==> src/rtl/regfile_wport_arbiter.sv <==
// regfile_wport_arbiter
// Shares the register-file write port between the writeback stage (priority) and
// a small FIFO of multi-cycle unit results. A starvation guard forces one FIFO
// grant (stalling WB) after STARVE_MAX cycles of a waiting, ungranted FIFO head.
// Optional build macro: R0_DISCARD_EN -- writes to register 0 are dropped
// (WB grant to r0 gives no rf_we; MC results for r0 are handshaken but not queued).
//
// state     | meaning
// ----------+-----------------------------------------------------------
// ST_NORMAL | WB has priority; FIFO head granted when WB is idle
// ST_FORCE  | WB stalled for one cycle; FIFO head granted unconditionally

module regfile_wport_arbiter #(
    parameter int DATA_W     = 8,
    parameter int ADDR_W     = 3,
    parameter int FIFO_DEPTH = 2,
    parameter int STARVE_MAX = 4
) (
    input  logic                 clk,
    input  logic                 rst_n,
    input  logic                 wb_we,
    input  logic [ADDR_W-1:0]    wb_rd,
    input  logic [DATA_W-1:0]    wb_data,
    input  logic                 mc_valid,
    output logic                 mc_ready,
    input  logic [ADDR_W-1:0]    mc_rd,
    input  logic [DATA_W-1:0]    mc_data,
    output logic                 rf_we,
    output logic [ADDR_W-1:0]    rf_waddr,
    output logic [DATA_W-1:0]    rf_wdata,
    output logic                 stall_wb,
    output logic [2**ADDR_W-1:0] pending_mask
);

    localparam int NREG  = 2**ADDR_W;
    localparam int PTR_W = (FIFO_DEPTH > 1) ? $clog2(FIFO_DEPTH) : 1;
    localparam int CNT_W = $clog2(STARVE_MAX + 1);

    typedef enum logic {ST_NORMAL, ST_FORCE} state_t;

    state_t              state, state_next;
    logic [CNT_W-1:0]    cnt, cnt_next;
    logic                grant_wb, grant_fifo;
    logic                wb_write, push, enq;
    logic                fifo_full, fifo_empty;

    logic [ADDR_W-1:0]   fifo_rd   [FIFO_DEPTH];
    logic [DATA_W-1:0]   fifo_data [FIFO_DEPTH];
    logic [FIFO_DEPTH-1:0] slot_vld;
    logic [PTR_W-1:0]    wr_ptr, rd_ptr;

    function automatic logic [PTR_W-1:0] ptr_inc(input logic [PTR_W-1:0] p);
        if (p == PTR_W'(FIFO_DEPTH - 1))
            return '0;
        else
            return p + 1'b1;
    endfunction

    assign fifo_full  = &slot_vld;
    assign fifo_empty = ~|slot_vld;
    // A pop in the same cycle never frees a slot early: ready looks only at current occupancy.
    assign mc_ready   = rst_n & ~fifo_full;
    assign push       = mc_valid & mc_ready;
    assign stall_wb   = (state == ST_FORCE);

`ifdef R0_DISCARD_EN
    assign enq      = push & (mc_rd != '0);
    assign wb_write = grant_wb & (wb_rd != '0);
`else
    assign enq      = push;
    assign wb_write = grant_wb;
`endif

    // Arbitration, starvation counting and next-state selection.
    always_comb begin
        state_next = state;
        cnt_next   = cnt;
        grant_wb   = 1'b0;
        grant_fifo = 1'b0;
        case (state)
            ST_NORMAL: begin
                if (wb_we)
                    grant_wb = 1'b1;
                else if (!fifo_empty)
                    grant_fifo = 1'b1;
                if (fifo_empty || grant_fifo)
                    cnt_next = '0;
                else
                    cnt_next = cnt + 1'b1;
                if (cnt_next == CNT_W'(STARVE_MAX))
                    state_next = ST_FORCE;
            end
            ST_FORCE: begin
                grant_fifo = !fifo_empty;
                cnt_next   = '0;
                state_next = ST_NORMAL;
            end
            default: begin
                cnt_next   = '0;
                state_next = ST_NORMAL;
            end
        endcase
    end

    // State register and starvation counter.
    always_ff @(posedge clk) begin
        if (!rst_n) begin
            state <= ST_NORMAL;
            cnt   <= '0;
        end else begin
            state <= state_next;
            cnt   <= cnt_next;
        end
    end

    // FIFO occupancy and ring pointers; a pushed entry is only visible next cycle.
    always_ff @(posedge clk) begin
        if (!rst_n) begin
            slot_vld <= '0;
            wr_ptr   <= '0;
            rd_ptr   <= '0;
        end else begin
            if (enq) begin
                slot_vld[wr_ptr] <= 1'b1;
                wr_ptr           <= ptr_inc(wr_ptr);
            end
            if (grant_fifo) begin
                slot_vld[rd_ptr] <= 1'b0;
                rd_ptr           <= ptr_inc(rd_ptr);
            end
        end
    end

    // FIFO payload storage; contents are qualified by slot_vld so no reset is needed.
    always_ff @(posedge clk) begin
        if (enq) begin
            fifo_rd[wr_ptr]   <= mc_rd;
            fifo_data[wr_ptr] <= mc_data;
        end
    end

    // Registered write port; address and data hold when nothing is written.
    always_ff @(posedge clk) begin
        if (!rst_n) begin
            rf_we    <= 1'b0;
            rf_waddr <= '0;
            rf_wdata <= '0;
        end else begin
            rf_we <= wb_write | grant_fifo;
            if (wb_write) begin
                rf_waddr <= wb_rd;
                rf_wdata <= wb_data;
            end else if (grant_fifo) begin
                rf_waddr <= fifo_rd[rd_ptr];
                rf_wdata <= fifo_data[rd_ptr];
            end
        end
    end

    // Pending-register mask: one bit per destination held in the FIFO.
    always_comb begin
        pending_mask = '0;
        for (int i = 0; i < FIFO_DEPTH; i++) begin
            if (slot_vld[i])
                pending_mask[fifo_rd[i]] = 1'b1;
        end
    end

endmodule

==> config.mk <==
export PLATFORM = sky130hd
export DESIGN_NAME = regfile_wport_arbiter
export DESIGN_NICKNAME = d
export VERILOG_FILES = /design/src/rtl/regfile_wport_arbiter.sv
export SDC_FILE = /design/constraint.sdc
export NUM_CORES = 1
export LEC_CHECK = 0
export CAP_MARGIN = 15
export CORE_MARGIN = 2
export CORE_UTILIZATION = 49
export CTS_BUF_LIST = sky130_fd_sc_hd__clkbuf_8
export DETAILED_ROUTE_END_ITERATION = 16
export GPL_ROUTABILITY_DRIVEN = 0
export PLACE_DENSITY = 0.81
export SYNTH_ARGS = -nofsm -noshare
export SYNTH_HDL_FRONTEND = slang
export SYNTH_SLANG_ARGS = --single-unit
export TNS_END_PERCENT = 30
==> constraint.sdc <==
create_clock -name clk -period 2.3 [get_ports clk]
set_input_delay 0.69 -clock clk [delete_from_list [all_inputs] [get_ports clk]]
set_output_delay 0.69 -clock clk [all_outputs]
set_load 0.05 [all_outputs]
==> out/qor.csv, run 1 <==
metric,value,unit
Final Slew Violations,0,
Cells after DPL,244,
max_slew headroom,0.550,
number of sinks driven by the clock tree,43,
distinct cell type count of the synthesized netlist,30,
period utilization,0.972,
number of buffers inserted for hold repair after clock tree synthesis,0,
routed vias,1328,
highest clock rate,447,MHz
width of the die,64.0,µm
number of synthesized register bits,43,
slack of the critical path,0.0635,ns
final setup skew,0.00409,ns
"Area growth, synth to finish",42.8,%
final net count,233,
average routed wire per standard cell,14.9,µm
run status,"finished, final reports clean",
Simple-Gate Fraction of Synth Area,0.177,
gr ovfl total,0,
maximum number of pins on one net before global-route repair,23,
standby leakage power,0.899,nW
fraction of power consumed by the clock network,0.316,
critical path data required time,1.61,ns
count of non-filler cells in the finished layout,253,
Critical Path Sink Type,output port,
mean instance size in the synthesized netlist,11.4,µm²
number of port buffers,47,
"commonest cells after routing, fill and taps aside","38 x clkdlybuf4s50_1, 22 x edfxtp_1, 19 x nand2_1, 19 x dfxtp_1, 14 x nor2_1",
sum of net half-perimeters after detailed placement,2.76,mm
Most used DFF post-synth,edfxtp_1,
Chip Height,64.0,µm
pre-CTS setup slack,0.0435,ns
sequential cell area fraction in the yosys report,0.614,
Compound-Gate Fraction of Synth Area,0.156,
fillers,223,
IO Count,48,
clock latency at the later pin of the worst-skew pair,0.29,ns
detailed-route vias per instance,5.25,
mux share of post-synthesis cell area,0.00568,
cell area after technology mapping,1760,µm²
CTS buffer count,5,
main combinational cell family by area after synthesis,simple AND/OR/NAND/NOR gates,
post-synthesis net count,181,
share of Yosys cell area claimed by the top area cell type,0.375,
depth of the CTS H-tree,2,
adder and majority gate portion of the synthesized area,0.00710,
Synth Instances,154,
Worst-path clk slew,0.08,ns
cell taking the most area after synthesis,edfxtp_1,
initial standard-cell utilization of the core,0.520,
Worst R2R Setup Slack,0.89,ns
area of the die,4090,µm²
xor/xnor share of the synthesized area,0.00497,
maximum buffer depth of the clock tree,2,
share of layout cells above drive strength 1,0.155,
fraction of synthesis flops using an asynchronous set or reset pin,0,
share of power burned in combinational logic,0.199,
antenna cell count,0,
remaining design rule violation count,0,
data arrival time of the critical path,1.55,ns
P_sw,0.515,mW
largest driver fanout on the critical path,2,
Core Area,3390,µm²
Final Critical Period,2.24,ns
Max VDD drop,0.513,mV
internal power,1.34,mW
Seq. cell area,1080,µm²
Slew @ Worst Pin,0.674,ns
number of antenna-violating nets in the routed design,0,
initial antenna violation count,0,
switching share of power,0.278,
number of flops mapped to enable cells by yosys,22,
dominant cells by area after synthesis,"edfxtp_1 38%, dfxtp_1 24%, o31ai_1 5.1%",
Overall Global Routing Usage,0.202,
category of the critical setup timing path,input pin to output port,
count of standard-cell rows,21,
cell at the root of the clock tree,clkbuf_8,
# Max-Cap Violations,0,
startpoint class of the critical path,input pin,
total setup violations reported at the end of the flow,0,
Seq pwr share,0.485,
path category of the worst min-delay check,flop to flop,
number of iterations in the first detailed-routing pass,4,
total power divided by cell area,736,nW/µm²
Total Power Consumption,1.85,mW
total detailed-routing wirelength,3.76,mm
Iteration-0 DRC Markers,113,
first-pass GRT wire length,6.30,mm
number of global-route vias before repair,1338,
number of warnings issued by yosys,0,
post-route setup TNS,0,ns
footprint of the multi-input gates,643,µm²
TritonCTS clock tree,built,
most frequent standard cell in the layout excluding fill and tap cells,clkdlybuf4s50_1,
count of final hold-check violations,0,
unrepaired setup endpoints after global routing,false,
final core occ,0.742,
## power groups by stage
stage | sequential, mW | combinational (mW) | clock (mW)
finish | 0.897 | 0.368 | 0.585
global route | 0.906 | 0.393 | 0.633
CTS | 0.895 | 0.368 | 0.592
detailed placement | 0.912 | 0.366 | 0
global placement | 0.909 | 0.357 | 0
floorplan | 0.974 | 0.167 | 0
## cell usage after synthesis (2+ instances only)
library cell,number
edfxtp_1,22
dfxtp_1,21
nand2_1,19
nor2_1,15
nor2b_1,12
o31ai_1,12
a211oi_1,11
nand2b_1,6
a21oi_1,5
o22ai_1,5
buf_4,3
clkbuf_1,2
inv_1,2
o32ai_1,2
or3_1,2
## through the flow
step	hold slack [ns]	cell area [µm²]
detailed placement	0.434	2380
finish	0.446	2510
global route	0.492	2510
global placement	0.420	2380
floorplan	0.413	1770
CTS	0.453	2490
## sequential cells by signal, indices dropped and copies added, names as in the netlist, named ones only
name	cells
rf_wdata	8
wr_ptr	1
fifo_data	16
rf_we	1
rd_ptr	1
fifo_rd	6
slot_vld	2
rf_waddr	3
cnt	3
stall_wb	1
## routing by layer
metal,vias to the layer above,GRT usage,part of all wire
met5,-,0,0
met4,0,0.0598,0.0085
met3,4,0.0704,0.061
met2,46,0.315,0.50
met1,608,0.267,0.43
li1,670,-,-
## final cells by class
cell class / instances / share of cell area
flip-flops and latches: 43 / 0.431
multi-input cells: 102 / 0.256
repair buffers: 52 / 0.243
clock buffers: 5 / 0.0274
well taps: 46 / 0.0229
clock inverters: 3 / 0.0174
inverters: 2 / 0.00299
## logic make-up after synthesis
group                    Yosys count
XOR/XNOR                           1
AO/OA/AOI/OAI                     38
flip-flops                        43
buffers and inverters              9
adder cells (fa/ha/maj)            1
multiplexers                       1
AND/OR/NAND/NOR                   61
## worst max-delay path, stage by stage
cell	delay (ns)
clkdlybuf4s50_1	0.49
a21boi_4	0.21
buf_12	0.15
## path summary, 6_finish.rpt
path               start        to  cells past startpoint
max reg2reg  slot_vld[1]  stall_wb                      3
min reg2reg       cnt[0]    cnt[0]                      1
max                rst_n  mc_ready                      3
min               cnt[0]    cnt[0]                      1
## timing repair
action	CTS	global route
setup endpoints to repair	0	6
resized for setup	0	4
buffers inserted	0	1
Power figures use the tool's default switching activity.
==> inputs of run 2 (changes only) <==
--- a/config.mk
+++ b/config.mk
@@ -11,6 +11,7 @@
 export CTS_BUF_LIST = sky130_fd_sc_hd__clkbuf_8
 export DETAILED_ROUTE_END_ITERATION = 16
 export GPL_ROUTABILITY_DRIVEN = 0
+export MAX_ROUTING_LAYER = met4
 export PLACE_DENSITY = 0.81
 export SYNTH_ARGS = -nofsm -noshare
 export SYNTH_HDL_FRONTEND = slang
==> out/qor.csv, run 2 (same netlist as run 1, synthesis figures left out) <==
metric,value,unit,change
critical path data required time,1.61,ns,about the same
number of iterations in the first detailed-routing pass,4,,unchanged
cell at the root of the clock tree,clkbuf_8,,
Chip Height,64.0,µm,unchanged
"Area growth, synth to finish",42.8,%,unchanged
instance area after placement,2380,µm²,unchanged
total detailed-routing wirelength,3.75,mm,-0.40%
count of non-filler cells in the finished layout,253,,unchanged
Seq. cell area,1080,µm²,unchanged
Post-Layout Inst Area,2510,µm²,unchanged
cell at the slowest stage of the critical path,clkdlybuf4s50_1,,
total power divided by cell area,735,nW/µm²,about the same
footprint of the multi-input gates,643,µm²,unchanged
Final Critical Period,2.24,ns,-0.00132 ns
most frequent standard cell in the layout excluding fill and tap cells,clkdlybuf4s50_1,,
count of standard-cell rows,21,,unchanged
TritonCTS clock tree,built,,
standby leakage power,0.899,nW,unchanged
Worst-path clk slew,0.08,ns,about the same
Core Area,3390,µm²,unchanged
total setup violations reported at the end of the flow,0,,unchanged
clock latency at the later pin of the worst-skew pair,0.29,ns,about the same
peak per-stage delay on the critical path,0.49,ns,about the same
Cells after DPL,244,,unchanged
data arrival time of the critical path,1.55,ns,about the same
remaining design rule violation count,0,,unchanged
flip-flop count of the largest register after layout,16,,unchanged
area of the die,4090,µm²,unchanged
sum of net half-perimeters after detailed placement,2.76,mm,unchanged
average routed wire per standard cell,14.8,µm,-0.40%
met3 wirelength from detailed routing,248,µm,+7.8%
Final Hold Slack,0.447,ns,+0.000280 ns
number of buffers inserted for hold repair after clock tree synthesis,0,,unchanged
highest metal layer with signal wires,met4,,
Slew @ Worst Pin,0.678,ns,+0.00430 ns
final setup skew,0.00536,ns,+0.00127 ns
count of final hold-check violations,0,,unchanged
largest driver fanout on the critical path,2,,unchanged
depth of the CTS H-tree,2,,unchanged
CTS buffer count,5,,unchanged
category of the critical setup timing path,input pin to output port,,
maximum number of pins on one net before global-route repair,23,,unchanged
Final Slew Violations,0,,unchanged
gr ovfl total,0,,unchanged
final core occ,0.742,,unchanged
number of sinks driven by the clock tree,43,,unchanged
number of global-route vias before repair,1336,,-0.15%
number of port buffers,47,,unchanged
unrepaired setup endpoints after global routing,false,,
share of layout cells above drive strength 1,0.155,,unchanged
number of antenna-violating nets in the routed design,0,,unchanged
routed vias,1330,,+0.15%
"commonest cells after routing, fill and taps aside","38 x clkdlybuf4s50_1, 22 x edfxtp_1, 19 x nand2_1, 19 x dfxtp_1, 14 x nor2_1",,
initial standard-cell utilization of the core,0.520,,unchanged
width of the die,64.0,µm,unchanged
met2 wire length,1.87,mm,-1.3%
initial antenna violation count,0,,unchanged
max_slew headroom,0.547,,-0.00287
Iteration-0 DRC Markers,109,,-3.5%
Max VDD drop,0.514,mV,+0.22%
register with the most flip-flops,fifo_data,,
final net count,233,,unchanged
first-pass GRT wire length,6.30,mm,unchanged
Min-Delay Startpoint,cnt[0],,
start of the worst register-to-register path,slot_vld[1],,
maximum buffer depth of the clock tree,2,,unchanged
antenna cell count,0,,unchanged
fillers,223,,unchanged
start point of the critical path,rst_n,,
path category of the worst min-delay check,flop to flop,,
IO Count,48,,unchanged
detailed-route vias per instance,5.26,,+0.15%
period utilization,0.972,,about the same
# Max-Cap Violations,0,,unchanged
startpoint class of the critical path,input pin,,
length of routed wiring on met1,1.59,mm,-0.93%
worst path cell trace,"clkdlybuf4s50_1, a21boi_4, buf_12",,
highest clock rate,447,MHz,about the same
Critical Path Sink Type,output port,,
Overall Global Routing Usage,0.208,,+0.00529
leading registers by flop count,"fifo_data: 16 flops, rf_wdata: 8 flops, fifo_rd: 6 flops",,
run status,"finished, final reports clean",,
[run 2: cell counts in the layout (fill, tap and decap cells not counted)]
No cell type changed its count.
[run 2: critical path, delay by kind of cell]
| kind | cells | cell delay, ns |
|---|---|---|
| buf+inv | 2 | 0.64 |
| compound gates | 1 | 0.21 |
[run 2: power by group]
part | internal, mW | leakage [nW] | switching [mW] | total [mW]
Sequential | 0.857 | 0.376 | 0.0410 | 0.898
Clock | 0.323 | 0.0581 | 0.260 | 0.583
Combinational | 0.155 | 0.465 | 0.213 | 0.368
Total | 1.34 | 0.899 | 0.514 | 1.85
[run 2: worst paths after layout]
check / end / depth (start not counted) / slack [ns]
max reg2reg: stall_wb / 3 / 0.89
max: mc_ready / 3 / 0.06
min reg2reg: cnt[0] / 1 / 0.45
min: cnt[0] / 1 / 0.45
[run 2: area by class of cell]
| type | count | area share |
|---|---|---|
| flip-flops and latches | 43 | 0.431 |
| multi-input cells | 102 | 0.256 |
| repair buffers | 52 | 0.243 |
| clock buffers | 5 | 0.0274 |
| well taps | 46 | 0.0229 |
| clock inverters | 3 | 0.0174 |
| inverters | 2 | 0.00299 |
[run 2: stage by stage]
stage	worst slack (ns)	setup TNS [ns]	power, mW
3_3_place_gp	0.0728	0	1.27
3_5_place_dp	0.0435	0	1.28
2_1_floorplan	-0.138	-0.503	1.14
5_1_grt	0.0180	0	1.93
4_1_cts	0.0384	0	1.85
6_report	0.0648	0	1.85
[run 2: metal layers]
layer / GRT usage / up-vias
met2: 0.316 / 49
met1: 0.268 / 606
met5: - / -
met4: 0.0679 / 0
li1: - / 669
met3: 0.0599 / 6
[run 2: repair_timing]
item / CTS / global route
setup endpoints to repair: 0 / 6
resized for setup: 0 / 4
setup buffers: 0 / 1
